**config.mk**
```make
export PLATFORM = sky130hd
export DESIGN_NAME = mul_div_unit
export DESIGN_NICKNAME = d
export VERILOG_FILES = /design/src/rtl/muldiv_pkg.sv /design/src/rtl/mul_div_unit_hilo_regs.sv /design/src/rtl/mul_div_unit.sv
export SDC_FILE = /design/constraint.sdc
export NUM_CORES = 1
export LEC_CHECK = 0
export BUFFER_PORTS_ARGS = -buffer_cell sky130_fd_sc_hd__buf_2
export CAP_MARGIN = 0
export CORE_MARGIN = 3
export CORE_UTILIZATION = 40
export CTS_CLUSTER_DIAMETER = 100
export DETAILED_ROUTE_END_ITERATION = 6
export HOLD_SLACK_MARGIN = 0.1
export PLACE_DENSITY = 0.63
export SYNTH_ARGS = -nofsm -noshare
export SYNTH_HDL_FRONTEND = slang
export SYNTH_SLANG_ARGS = --single-unit
```
**constraint.sdc**
```tcl
create_clock -name clk -period 6.3 [get_ports clk]
set_clock_uncertainty 0.05 [all_clocks]
set_input_delay 0.63 -clock clk [delete_from_list [all_inputs] [get_ports clk]]
set_output_delay 0.63 -clock clk [all_outputs]
set_load 0.05 [all_outputs]
```
**src/rtl/muldiv_pkg.sv**
```systemverilog
// muldiv_pkg: shared definitions for mul_div_unit.
// The DIV state exists only when MUL_DIV_UNIT_DIV_EN is defined.
package muldiv_pkg;

    // Operation select encodings; 3'd7 is reserved and behaves like OP_NONE
    typedef enum logic [2:0] {
        OP_NONE  = 3'd0,
        OP_MULTU = 3'd1,
        OP_MULT  = 3'd2,
        OP_DIVU  = 3'd3,
        OP_DIV   = 3'd4,
        OP_MTHI  = 3'd5,
        OP_MTLO  = 3'd6,
        OP_RSVD  = 3'd7
    } op_e;

    // Sequencer states; busy is high in every state except ST_IDLE
    typedef enum logic [1:0] {
        ST_IDLE  = 2'd0,
        ST_MUL   = 2'd1,
`ifdef MUL_DIV_UNIT_DIV_EN
        ST_DIV   = 2'd2,
`endif
        ST_FIXUP = 2'd3
    } state_e;

    // Cycles from the accepting edge to the completion edge: WIDTH steps plus FIXUP
    localparam int unsigned LAT_EXTRA = 32'd1;

    function automatic int unsigned completion_latency(input int unsigned width);
        return width + LAT_EXTRA;
    endfunction

endpackage

```
**src/rtl/mul_div_unit_hilo_regs.sv**
```systemverilog
// hilo_regs: architectural HI/LO registers.
// A completed result writes both halves; MTHI/MTLO each write one half from a.
module hilo_regs #(
    parameter int WIDTH = 32
) (
    input  logic             clk,
    input  logic             rst,
    input  logic             res_we,
    input  logic [WIDTH-1:0] res_hi,
    input  logic [WIDTH-1:0] res_lo,
    input  logic             mthi_we,
    input  logic             mtlo_we,
    input  logic [WIDTH-1:0] mt_data,
    output logic [WIDTH-1:0] hi,
    output logic [WIDTH-1:0] lo
);

    logic [WIDTH-1:0] hi_r;
    logic [WIDTH-1:0] lo_r;

    // HI/LO storage: result write has precedence; otherwise hold or take MTHI/MTLO data
    always_ff @(posedge clk or negedge rst) begin
        if (!rst) begin
            hi_r <= {WIDTH{1'b0}};
            lo_r <= {WIDTH{1'b0}};
        end else if (res_we) begin
            hi_r <= res_hi;
            lo_r <= res_lo;
        end else begin
            if (mthi_we) begin
                hi_r <= mt_data;
            end else begin
                hi_r <= hi_r;
            end
            if (mtlo_we) begin
                lo_r <= mt_data;
            end else begin
                lo_r <= lo_r;
            end
        end
    end

    assign hi = hi_r;
    assign lo = lo_r;

endmodule

```
**src/rtl/mul_div_unit.sv**
```systemverilog
// mul_div_unit: iterative multiply/divide unit with HI/LO result registers.
// Multiplies by shift-add and divides by restoring shift-subtract, one bit per
// cycle on operand magnitudes, then applies signs in a final FIXUP cycle.
// Define MUL_DIV_UNIT_DIV_EN to build in the divider; without it DIV/DIVU are
// treated as OP_NONE.
module mul_div_unit
    import muldiv_pkg::*;
#(
    parameter int WIDTH = 32
) (
    input  logic             clk,
    input  logic             rst,
    input  logic             start,
    input  logic [2:0]       op,
    input  logic [WIDTH-1:0] a,
    input  logic [WIDTH-1:0] b,
    input  logic             flush,
    output logic             busy,
    output logic             done,
    output logic [WIDTH-1:0] hi,
    output logic [WIDTH-1:0] lo
);

    localparam int CW = $clog2(WIDTH + 1);
    localparam int AW = 2 * WIDTH;

    state_e           state_r;
    logic [CW-1:0]    cnt_r;
    logic [AW-1:0]    acc_r;      // MUL: {partial product, multiplier}; DIV: {remainder, quotient}
    logic [WIDTH-1:0] opnd_r;     // MUL: |multiplicand|; DIV: |divisor|
    logic             neg_res_r;  // product / quotient must be negated
    logic             busy_r;
    logic             done_r;

    logic             accept_mul_s;
    logic             signed_op_s;
    logic             mthi_we_s;
    logic             mtlo_we_s;
    logic             sign_a_s;
    logic             sign_b_s;
    logic [WIDTH-1:0] abs_a_s;
    logic [WIDTH-1:0] abs_b_s;
    logic [WIDTH:0]   mul_sum_s;
    logic [AW-1:0]    mul_next_s;
    logic [AW-1:0]    prod_s;
    logic             res_we_s;
    logic [WIDTH-1:0] res_hi_s;
    logic [WIDTH-1:0] res_lo_s;

`ifdef MUL_DIV_UNIT_DIV_EN
    logic             is_div_r;
    logic             neg_rem_r;  // remainder takes the dividend's sign
    logic             accept_div_s;
    logic [WIDTH:0]   div_shift_s;
    logic [WIDTH:0]   div_diff_s;
    logic [AW-1:0]    div_next_s;
    logic [WIDTH-1:0] quo_s;
    logic [WIDTH-1:0] rem_s;
`endif

    // Request decode: only sampled while idle, so a start during an operation is dropped
    always_comb begin
        accept_mul_s = 1'b0;
        signed_op_s  = 1'b0;
        mthi_we_s    = 1'b0;
        mtlo_we_s    = 1'b0;
`ifdef MUL_DIV_UNIT_DIV_EN
        accept_div_s = 1'b0;
`endif
        if ((state_r == ST_IDLE) && start) begin
            case (op)
                OP_MULTU: accept_mul_s = 1'b1;
                OP_MULT: begin
                    accept_mul_s = 1'b1;
                    signed_op_s  = 1'b1;
                end
`ifdef MUL_DIV_UNIT_DIV_EN
                OP_DIVU: accept_div_s = 1'b1;
                OP_DIV: begin
                    accept_div_s = 1'b1;
                    signed_op_s  = 1'b1;
                end
`endif
                OP_MTHI: mthi_we_s = 1'b1;
                OP_MTLO: mtlo_we_s = 1'b1;
                default: accept_mul_s = 1'b0;
            endcase
        end else begin
            accept_mul_s = 1'b0;
        end
    end

    // Operand magnitudes; MIN maps onto its own bit pattern, read as unsigned 2^(WIDTH-1)
    always_comb begin
        sign_a_s = signed_op_s & a[WIDTH-1];
        sign_b_s = signed_op_s & b[WIDTH-1];
        if (sign_a_s) begin
            abs_a_s = {WIDTH{1'b0}} - a;
        end else begin
            abs_a_s = a;
        end
        if (sign_b_s) begin
            abs_b_s = {WIDTH{1'b0}} - b;
        end else begin
            abs_b_s = b;
        end
    end

    // One shift-add multiply step: add multiplicand into the top half when the LSB is set, shift right
    always_comb begin
        if (acc_r[0]) begin
            mul_sum_s = {1'b0, acc_r[AW-1:WIDTH]} + {1'b0, opnd_r};
        end else begin
            mul_sum_s = {1'b0, acc_r[AW-1:WIDTH]};
        end
        mul_next_s = {mul_sum_s, acc_r[WIDTH-1:1]};
    end

`ifdef MUL_DIV_UNIT_DIV_EN
    // One restoring divide step; a zero divisor yields all-ones quotient and remainder = |a|
    always_comb begin
        div_shift_s = {acc_r[AW-1:WIDTH], acc_r[WIDTH-1]};
        div_diff_s  = div_shift_s - {1'b0, opnd_r};
        if (div_shift_s >= {1'b0, opnd_r}) begin
            div_next_s = {div_diff_s[WIDTH-1:0], acc_r[WIDTH-2:0], 1'b1};
        end else begin
            div_next_s = {div_shift_s[WIDTH-1:0], acc_r[WIDTH-2:0], 1'b0};
        end
    end
`endif

    // Sign fixup of the raw magnitude result into HI/LO form
    always_comb begin
        if (neg_res_r) begin
            prod_s = {AW{1'b0}} - acc_r;
        end else begin
            prod_s = acc_r;
        end
        res_hi_s = prod_s[AW-1:WIDTH];
        res_lo_s = prod_s[WIDTH-1:0];
`ifdef MUL_DIV_UNIT_DIV_EN
        quo_s = acc_r[WIDTH-1:0];
        rem_s = acc_r[AW-1:WIDTH];
        if (is_div_r) begin
            // hi = a on divide by zero falls out of rem = |a| with the dividend's sign
            if (neg_rem_r) begin
                res_hi_s = {WIDTH{1'b0}} - rem_s;
            end else begin
                res_hi_s = rem_s;
            end
            if (opnd_r == {WIDTH{1'b0}}) begin
                res_lo_s = {WIDTH{1'b1}};
            end else if (neg_res_r) begin
                res_lo_s = {WIDTH{1'b0}} - quo_s;
            end else begin
                res_lo_s = quo_s;
            end
        end else begin
            res_hi_s = prod_s[AW-1:WIDTH];
        end
`endif
    end

    // Completion writes HI/LO unless a flush arrives in the same cycle
    assign res_we_s = (state_r == ST_FIXUP) && !flush;

    // Sequencer: accept, iterate WIDTH steps, fix up, with flush abandoning any busy state
    always_ff @(posedge clk or negedge rst) begin
        if (!rst) begin
            state_r   <= ST_IDLE;
            cnt_r     <= {CW{1'b0}};
            acc_r     <= {AW{1'b0}};
            opnd_r    <= {WIDTH{1'b0}};
            neg_res_r <= 1'b0;
            busy_r    <= 1'b0;
            done_r    <= 1'b0;
`ifdef MUL_DIV_UNIT_DIV_EN
            is_div_r  <= 1'b0;
            neg_rem_r <= 1'b0;
`endif
        end else begin
            done_r <= 1'b0;
            case (state_r)
                ST_IDLE: begin
                    if (accept_mul_s) begin
                        state_r   <= ST_MUL;
                        busy_r    <= 1'b1;
                        cnt_r     <= CW'(WIDTH);
                        acc_r     <= {{WIDTH{1'b0}}, abs_b_s};
                        opnd_r    <= abs_a_s;
                        neg_res_r <= sign_a_s ^ sign_b_s;
`ifdef MUL_DIV_UNIT_DIV_EN
                        is_div_r  <= 1'b0;
                        neg_rem_r <= 1'b0;
`endif
                    end
`ifdef MUL_DIV_UNIT_DIV_EN
                    else if (accept_div_s) begin
                        state_r   <= ST_DIV;
                        busy_r    <= 1'b1;
                        cnt_r     <= CW'(WIDTH);
                        acc_r     <= {{WIDTH{1'b0}}, abs_a_s};
                        opnd_r    <= abs_b_s;
                        neg_res_r <= sign_a_s ^ sign_b_s;
                        is_div_r  <= 1'b1;
                        neg_rem_r <= sign_a_s;
                    end
`endif
                    else begin
                        busy_r <= 1'b0;
                    end
                end
                ST_MUL: begin
                    if (flush) begin
                        state_r <= ST_IDLE;
                        busy_r  <= 1'b0;
                        cnt_r   <= {CW{1'b0}};
                    end else begin
                        acc_r <= mul_next_s;
                        cnt_r <= cnt_r - CW'(1);
                        if (cnt_r == CW'(1)) begin
                            state_r <= ST_FIXUP;
                        end else begin
                            state_r <= ST_MUL;
                        end
                    end
                end
`ifdef MUL_DIV_UNIT_DIV_EN
                ST_DIV: begin
                    if (flush) begin
                        state_r <= ST_IDLE;
                        busy_r  <= 1'b0;
                        cnt_r   <= {CW{1'b0}};
                    end else begin
                        acc_r <= div_next_s;
                        cnt_r <= cnt_r - CW'(1);
                        if (cnt_r == CW'(1)) begin
                            state_r <= ST_FIXUP;
                        end else begin
                            state_r <= ST_DIV;
                        end
                    end
                end
`endif
                ST_FIXUP: begin
                    state_r <= ST_IDLE;
                    busy_r  <= 1'b0;
                    cnt_r   <= {CW{1'b0}};
                    if (!flush) begin
                        done_r <= 1'b1;
                    end else begin
                        done_r <= 1'b0;
                    end
                end
                default: begin
                    state_r <= ST_IDLE;
                    busy_r  <= 1'b0;
                    cnt_r   <= {CW{1'b0}};
                end
            endcase
        end
    end

    hilo_regs #(
        .WIDTH(WIDTH)
    ) u_hilo_regs (
        .clk     (clk),
        .rst     (rst),
        .res_we  (res_we_s),
        .res_hi  (res_hi_s),
        .res_lo  (res_lo_s),
        .mthi_we (mthi_we_s),
        .mtlo_we (mtlo_we_s),
        .mt_data (a),
        .hi      (hi),
        .lo      (lo)
    );

    assign busy = busy_r;
    assign done = done_r;

endmodule

```
Word-level counts from Yosys, hierarchy flattened
Index checks and enable logic that the tools add are counted.
- register bits: 171
- bits in latches: 0
- RAM bits: 0
- bits in read-only memories: 0
- input port bits: 71
- word-level logic and storage cells: 68
- memories: 0
- $add $sub $neg: 5
- multipliers: 0
- divide/modulo/power cells: 0
- $lt $le $gt $ge: 0
- eq/ne operators: 10
- shifts and indexed selects: 0
- mux-type cells: 31
- bitwise gates (word level): 3
- reductions and logical operators: 10
- operator list (cell ; number):
    two-way mux 32 bit ; 6
    two-way mux 64 bit ; 3
    one-hot mux 64 bit (2 select lines) ; 1
    subtractor 1 x 32 -> 32 bit, first input constant ; 2
    subtractor 1 x 64 -> 64 bit, first input constant ; 1
    adder 32 x 32 -> 33 bit ; 1
    two-way mux 33 bit ; 1
    two-way mux 1 bit ; 12
    two-way mux 6 bit ; 2
    one-hot mux 6 bit (2 select lines) ; 1
    == test 3 bit, second input constant ; 2
    == test 6 x 1 -> 1 bit, second input constant ; 1
    two-way mux 2 bit ; 3
    inequality test 2 bit, second input constant ; 3
    nonzero test 2 bit ; 3
    subtractor 6 x 1 -> 6 bit, second input constant ; 1
    one-hot mux 2 bit (2 select lines) ; 1
    == test 3 x 1 -> 1 bit, second input constant ; 1
    == test 3 x 2 -> 1 bit, second input constant ; 1
    AND reduction 3 bit ; 1
    bitwise AND 1 bit ; 2
    == test 2 x 1 -> 1 bit, second input constant ; 1
    == test 2 bit, second input constant ; 1
    logical AND 1 bit ; 2
    6 further kinds ; 6

Depth between registers and ports, before layout
Gate-level depths: netlist (run 1).
- word-level depth: 7
- mapped depth: 11

Modules after synthesis
From an unflattened synthesis (run 1), not the netlist that was laid out.
- cell total of the unflattened synthesis: 1396
- area total of the unflattened synthesis: 11837.6 µm²
- by module, submodules not included (module ; instances ; cells each ; area an instance (µm²) ; sequential area each (µm²)):
    mul_div_unit ; 1 ; 1118 ; 8822.2 ; 2677.6
    hilo_regs ; 1 ; 278 ; 3015.4 ; 1601.5

Worst setup path after synthesis (run 1)
Ideal clock, no wire load.
- path kind: input to register
- start point: input port a[0]
- end point: register opnd_r[22]
- setup time: 0.135 ns
- data arrival time: 2.694 ns
- required time: 6.115 ns
- slack: 3.421 ns
- stages: 10
- buffers on the path: 0
- cells stage by stage: inv_1 -> ha_1 -> or4b_2 -> or4_1 -> inv_1 -> a21oi_1 -> a21oi_1 -> o21ai_0 -> xnor2_1 -> o21ai_0
- word-level cells in the longest chain between the ends: 2
- ends and longest elaborated chain (element ; line ; source):
    start: declaration ; mul_div_unit.sv:15 ; input logic [WIDTH-1:0] a,
    subtractor 1 x 32 -> 32 bit ; mul_div_unit.sv:98 ; abs_a_s = {WIDTH{1'b0}} - a;
    two-way mux 32 bit ; mul_div_unit.sv:97 ; if (sign_a_s) begin
    end signal: assignment ; mul_div_unit.sv:173 ; opnd_r <= {WIDTH{1'b0}};
    end signal: assignment ; mul_div_unit.sv:190 ; opnd_r <= abs_a_s;
    end: declaration ; mul_div_unit.sv:30 ; logic [WIDTH-1:0] opnd_r;
Every way passes these cells.
A chain may end at the register's enable or synchronous reset.

Worst setup path in the final report (run 1)
- start point: register acc_r[32]
- end point: register acc_r[59]
- word-level cells in the longest chain between the ends: 4
- ends and longest elaborated chain (element ; line ; source):
    start: declaration ; mul_div_unit.sv:29 ; logic [AW-1:0] acc_r;
    start signal: assignment ; mul_div_unit.sv:172 ; acc_r <= {AW{1'b0}};
    start signal: assignment ; mul_div_unit.sv:189 ; acc_r <= {{WIDTH{1'b0}}, abs_b_s};
    start signal: assignment ; mul_div_unit.sv:219 ; acc_r <= mul_next_s;
    adder 32 x 32 -> 33 bit ; mul_div_unit.sv:112 ; mul_sum_s = {1'b0, acc_r[AW-1:WIDTH]} + {1'b0, opnd_r};
    two-way mux 33 bit ; mul_div_unit.sv:111 ; if (acc_r[0]) begin
    two-way mux 64 bit ; mul_div_unit.sv:214 ; if (flush) begin
    one-hot mux 64 bit (2 select lines) ; mul_div_unit.sv:183 ; case (state_r)
Every way passes these cells. The select of a mux whose other input is x is not followed.

==> results.txt, run 1 <==
run status: finished, final reports clean
final core area utilization: 46.2%
postcts setup bufs: 0
crit path kind: register to register
Sink Count: 171
Pwr Density: 415 nW/µm²
final setup margin: 3100 ps
final WL: 36300 µm
Congestion Overflow GR: 0
DIE AREA: 31500 µm²
Area growth syn-to-layout: 13.5%
Warnings, synthesis: 0
# setup viols final: 0
Final Instance Area: 13300 µm²
static leakage: 6.02 nW
synthesized area per cell: 8.52 µm²
global-route wire length before repair: 57400 µm
drt first pass iters: 5
Post-Syn Nets: 1487
sequential area share after synthesis: 36.4%
CTS buffer count: 17
row count: 62
Fillers: 2846
maximum clock path buffer count: 2
Clk Latency, worst-skew pair: 440 ps
class of the worst hold path: input pin to register
die width: 177 µm
hold depth: 3
Slew @ Worst Pin: 1040 ps
Synth area leaders: dfrtp_1, o21ai_0, xnor2_1
setup TNS: 0 ps
Routed Antenna Nets: 0
Post-synth EDFFs: 0
DP Area: 12700 µm²
worst-path fanout max: 6
Critical Path RT: 6570 ps
vias in the first global route: 10272
Final Hold Viols: 0
unrepaired setup endpoints after global routing: false
post-synth top area share: 36.4%
Highest Clock Rate: 0.313 GHz
pin count of the biggest net entering global routing: 79
Starting Density: 40.7%
CTS tree: yes
Post-CTS Hold Buffers: 1
Worst Path Arrival: 3470 ps
share of async-settable or async-resettable flops after synthesis: 100%
multi-input logic area: 7070 µm²
crit start category: register
Peak supply drop: 0.170 mV
H-tree levels: 4
port buffer count: 136
Reg clk slew, reported paths: 70 ps
Post-Synthesis Cell Area: 11700 µm²
CORE AREA: 28900 µm²
Synth cell types: 67
gr usage total: 23.0%
nets: 1577
Die Y: 177 µm
#FFs+latches synth: 171
DP Worst Slack: 2950 ps
endpoint type of the worst setup path: register
Via-to-Cell Ratio: 5.74
DRC Markers: 0
root buf cell: clkbuf_16
via count: 10710
min Tclk post-route: 3200 ps
period utilization: 50.7%
register area: 4280 µm²
Inserted Diodes: 0
drt first-iter violations: 787
share of layout cells above drive strength 1: 15.9%
antenna violations before repair: 0
num ports: 137
cts repair resizes: 0
commonest register cell after synthesis: dfrtp_1
Detail Placement HPWL: 26700 µm
gpl congestion: 0.861
Routed WL per cell: 19.5 µm
pins over their slew limit: 0
Slew headroom: 30.6%
Max-Cap Viols: 0
Reg2Reg Depth: 11
Synth Instances: 1378
largest area contributor in the netlist: dfrtp_1
## layout by cell type, fill, tap and decap left out, types with 10 or more instances in the layout
cell type	n
mux2_2	16
clkbuf_16	17
o41ai_1	11
nor3_1	22
a21oi_1	91
and3_1	19
or3_1	23
mux2i_1	51
a31oi_1	28
nor2_1	68
o31ai_1	34
nand3_1	22
ha_1	37
buf_4	13
dfrtp_1	170
buf_2	135
or2_2	11
nand2_1	184
o21ai_0	177
xor2_1	57
nand4_1	10
a21o_1	24
inv_1	28
xnor2_1	88
## Yosys cell counts (all sizes together), types with 6 or more instances
library cell / count
or2: 15
clkbuf: 73
buf: 6
ha: 37
mux2: 16
xnor2: 88
a21o: 24
a31oi: 28
o41ai: 12
o21a: 7
inv: 29
nor4: 11
dfrtp: 171
mux2i: 51
nand2b: 6
nor2: 70
or4: 9
nor3: 22
o211ai: 6
nand4: 12
nor2b: 9
xor2: 57
o22ai: 9
a21oi: 91
o21ai: 181
nand3: 22
nand2: 184
o31ai: 38
or3: 27
and3: 19
## cell families (layout without fill, tap and decap cells)
group | after synthesis | in the layout | synth area share, %
AOI/OAI and AO/OA | 433 | 433 | 22.2
xor gates and xnor gates | 145 | 145 | 10.8
adders and majority gates | 38 | 38 | 4.11
buffers and inverters | 109 | 212 | 3.51
DFF | 171 | 171 | 36.4
muxes | 67 | 67 | 5.88
and+or+nand+nor | 415 | 415 | 17.0
## power breakdown
group | internal (mW) | switching [mW] | leakage (nW)
Clock | 0.541 | 0.528 | 0.283
Sequential | 1.43 | 0.452 | 2.12
Combinational | 0.936 | 1.64 | 3.62
Total | 2.91 | 2.62 | 6.02
## metrics by stage
| step | power, mW | hold WS, ps | std cells |
|---|---|---|---|
| floorplan | 3.70 | 284 | 1378 |
| global placement | 4.40 | 418 | 1832 |
| detailed placement | 4.44 | 430 | 1832 |
| CTS | 5.52 | 424 | 1865 |
| global route | 5.89 | 424 | 1865 |
| finish | 5.53 | 430 | 1865 |
## metal layers
| layer | GRT usage [%] | vias to the layer above | part of all wire (%) |
|---|---|---|---|
| li1 | - | 5133 | - |
| met1 | 31.9 | 5164 | 44 |
| met2 | 37.4 | 354 | 47 |
| met3 | 3.10 | 59 | 5.9 |
| met4 | 6.87 | 0 | 2.8 |
| met5 | 0 | - | 0 |
## sequential cells by signal, summed over array words and instances, names as in the netlist
register        cells
acc_r              64
opnd_r             32
u_hilo_regs.hi     32
u_hilo_regs.lo     32
cnt_r               6
state_r             2
busy                1
done                1
neg_res_r           1
## cell type report
| cell class | count | area share [%] |
|---|---|---|
| Multi-Input combinational cell | 1098 | 53.1 |
| Sequential cell | 171 | 32.1 |
| Timing Repair Buffer | 150 | 5.96 |
| Tap cell | 384 | 3.60 |
| Clock buffer | 18 | 3.29 |
| Clock inverter | 14 | 1.14 |
| Inverter | 30 | 0.845 |
## worst max-delay path, cell delays in order, from the launching register on
cell       delay (ps)
dfrtp_1           440
ha_1              210
inv_1              60
fa_1              390
nor2b_1           230
o2111ai_1         200
a211oi_1          420
nor3_1            200
a31oi_1           220
o22a_1            310
nor3_1             70
a211o_1           290
## path summary, 6_finish.rpt
path                                   startpoint                      to  slack (ps)
hold / removal                              b[31]   acc_r[31]$_DFFE_PN0P_         430
min in group asynchronous                     rst    cnt_r[2]$_DFFE_PN0P_         540
setup reg to reg            acc_r[32]$_DFFE_PN0P_   acc_r[59]$_DFFE_PN0P_        3100
setup / recovery            acc_r[32]$_DFFE_PN0P_   acc_r[59]$_DFFE_PN0P_        3100
max in group asynchronous                     rst   acc_r[35]$_DFFE_PN0P_        4340
hold reg to reg            opnd_r[30]$_DFFE_PN0P_  opnd_r[30]$_DFFE_PN0P_         440
No activity file was read; power rests on OpenSTA's default activity.
==> inputs of run 2 (changes only) <==
- clock period: 6.3 -> 3.3 ns (I/O delays scaled with it)
==> run 2 against run 1 <==
Highest routed layer unchanged. Combinational power is 96% higher. Clock power increased by 98%. Critical endpoint unchanged. First-iteration DRC count rose by 2.2%. Sequential cell count stayed put. Largest power group unchanged. Non-clock buffer count is 21 higher. Global-route usage up 0.30 points. Via count rose by 0.66%. Total power grew 94%. Routed wire length up 0.37%.
==> results.txt, run 2 (same netlist as run 1, synthesis figures left out) <==
Hold Path Sink: acc_r[31]$_DFFE_PN0P_
Highest Clock Rate: 0.327 GHz (+4.7%)
Worst Path Arrival: 3330 ps (-140 ps)
min Tclk post-route: 3050 ps (-142 ps)
DRC Markers: 0 (unchanged)
Largest Register: acc_r
row count: 62 (unchanged)
CORE AREA: 28900 µm² (unchanged)
run status: finished, final reports clean
root buf cell: clkbuf_16
Peak supply drop: 0.383 mV (+130%)
GR Util met2: 37.9% (+0.45 points)
Max-Cap Viols: 0 (unchanged)
Clock Power Share: 19.7% (+0.4 points)
global-route wire length before repair: 57700 µm (+0.43%)
FF-to-FF Start: acc_r[32]$_DFFE_PN0P_
Via-to-Cell Ratio: 5.72 (-0.46%)
antenna violations before repair: 0 (unchanged)
Starting Density: 40.7% (unchanged)
Hold Path Origin: b[31]
final core area utilization: 46.9% (+0.69 points)
Clk Latency, worst-skew pair: 440 ps (about the same)
Congestion Overflow GR: 0 (unchanged)
worst-path fanout max: 6 (unchanged)
Slew @ Worst Pin: 938 ps (-102 ps)
Detail Placement HPWL: 27100 µm (+1.5%)
crit path kind: register to register
Pwr Density: 794 nW/µm² (+91%)
unrepaired setup endpoints after global routing: false
period utilization: 92.6% (+42 points)
# setup viols final: 0 (unchanged)
sequential share of power: 33.3% (-0.8 points)
endpoint type of the worst setup path: register
met3 GRT Util: 3.55% (+0.45 points)
cts repair resizes: 0 (unchanged)
GR peak layer: met2
num ports: 137 (unchanged)
die width: 177 µm (unchanged)
DIE AREA: 31500 µm² (unchanged)
Largest register FFs: 64 (unchanged)
Routed WL per cell: 19.3 µm (-0.74%)
Routed Antenna Nets: 0 (unchanged)
static leakage: 6.14 nW (+2.1%)
Switching Power: 5.03 mW (+92%)
switching part of the total power: 46.8% (-0.54 points)
vias in the first global route: 10376 (+1.0%)
hold depth: 3 (unchanged)
Worst R2R End: acc_r[59]$_DFFE_PN0P_
crit start category: register
maximum clock path buffer count: 2 (unchanged)
gr usage total: 23.3% (+0.30 points)
Reg2Reg Depth: 11 (unchanged)
drt first pass iters: 5 (unchanged)
via count: 10781 (+0.66%)
pin count of the biggest net entering global routing: 69 (-13%)
Die Y: 177 µm (unchanged)
drt first-iter violations: 804 (+2.2%)
final WL: 36500 µm (+0.37%)
combinational power share: 46.9% (+0.4 points)
Inserted Diodes: 0 (unchanged)
Reg clk slew, reported paths: 80 ps (about the same)
Sink Count: 171 (unchanged)
H-tree levels: 4 (unchanged)
setup TNS: 0 ps (unchanged)
reg2reg setup slack: 250 ps (-2860 ps)
CTS tree: yes
most frequent cells in the layout: nand2_1, o21ai_0, dfrtp_1
CTS buffer count: 17 (unchanged)
Area growth syn-to-layout: 15.2%
Critical Path RT: 3580 ps (-2990 ps)
commonest non-fill, non-tap cell in the layout: nand2_1
gpl congestion: 0.885 (+2.8%)
share of layout cells above drive strength 1: 17.0% (+1.2 points)
nets: 1598 (+1.3%)
class of the worst hold path: input pin to register
internal cell power: 5.71 mW (+96%)
port buffer count: 136 (unchanged)
pins over their slew limit: 0 (unchanged)
met1 Use GR: 31.7% (-0.20 points)
Final Hold Viols: 0 (unchanged)
Slew headroom: 37.4% (+6.8 points)
==> run 2: cell count changes in the layout (fill, tap and decap cells not counted) <==
cell	delta
buf_12	+2
buf_4	+19
bufinv_16	+1
clkinv_8	-1
clkinvlp_4	-1
inv_6	-1
inv_8	+2
nor2_2	+1
nor2_4	-1
==> run 2: worst max-delay path: stages (launching register included) <==
cell and delay, ps:
dfrtp_1 430, ha_1 210, inv_1 60, fa_1 380, nor2b_1 230, o2111ai_1 190
a211oi_1 360, nor3_1 180, a31oi_1 210, o22a_1 260, nor3_1 70, a211o_1 300
==> run 2: area by class of cell <==
| class | instances | area [µm²] |
|---|---|---|
| fill | 2840 | 15300 |
| multi-input combinational | 1098 | 7070 |
| sequential | 171 | 4280 |
| timing repair buffer | 171 | 977 |
| tap | 384 | 480 |
| clock buffer | 18 | 439 |
| clock inverter | 14 | 173 |
| inverter | 30 | 113 |
==> run 2: layer usage <==
| metal | vias to the layer above | wire [µm] |
|---|---|---|
| met5 | - | 0 |
| met4 | 0 | 1070 |
| met3 | 67 | 1910 |
| met2 | 323 | 17300 |
| met1 | 5205 | 16200 |
| li1 | 5186 | - |
==> run 2: how the worst max path moves through the flow <==
stage,from,end,cells past startpoint
after floorplan,acc_r[16]$_DFFE_PN0P_,u_hilo_regs.hi[24]$_DFFE_PN0P_,8
after global placement,acc_r[15]$_DFFE_PN0P_,u_hilo_regs.hi[28]$_DFFE_PN0P_,8
after detailed placement,a[0],opnd_r[22]$_DFFE_PN0P_,11
after CTS,acc_r[10]$_DFFE_PN0P_,u_hilo_regs.hi[24]$_DFFE_PN0P_,8
after global routing,acc_r[32]$_DFFE_PN0P_,acc_r[53]$_DFFE_PN0P_,11
final,acc_r[32]$_DFFE_PN0P_,acc_r[59]$_DFFE_PN0P_,11
==> run 2: power groups by stage <==
stage / Sequential (mW) / Clock [mW] / Combinational, mW
after floorplan: 4.10 / 0 / 2.96
after global placement: 3.58 / 0 / 4.95
after global routing: 3.69 / 2.23 / 5.52
after detailed placement: 3.60 / 0 / 4.99
after CTS: 3.57 / 2.14 / 5.02
final: 3.58 / 2.12 / 5.04
==> run 2: what timing repair did <==
item                                    CTS  global route
endpoints found under the setup margin    0             0
buffers inserted                          0             0
hold endpoints to repair                 66             0
hold buffers                              1             0
==> run 2: through the flow <==
stage	worst slack [ps]	hold WS (ps)	cells	cell area (µm²)	total power [mW]
3_3_place_gp	299	348	1853	12900	8.53
2_1_floorplan	601	-15.6	1378	11700	7.06
4_1_cts	243	110	1886	13500	10.7
3_5_place_dp	261	348	1853	12900	8.59
6_report	246	115	1886	13500	10.7
5_1_grt	22.4	116	1886	13500	11.4
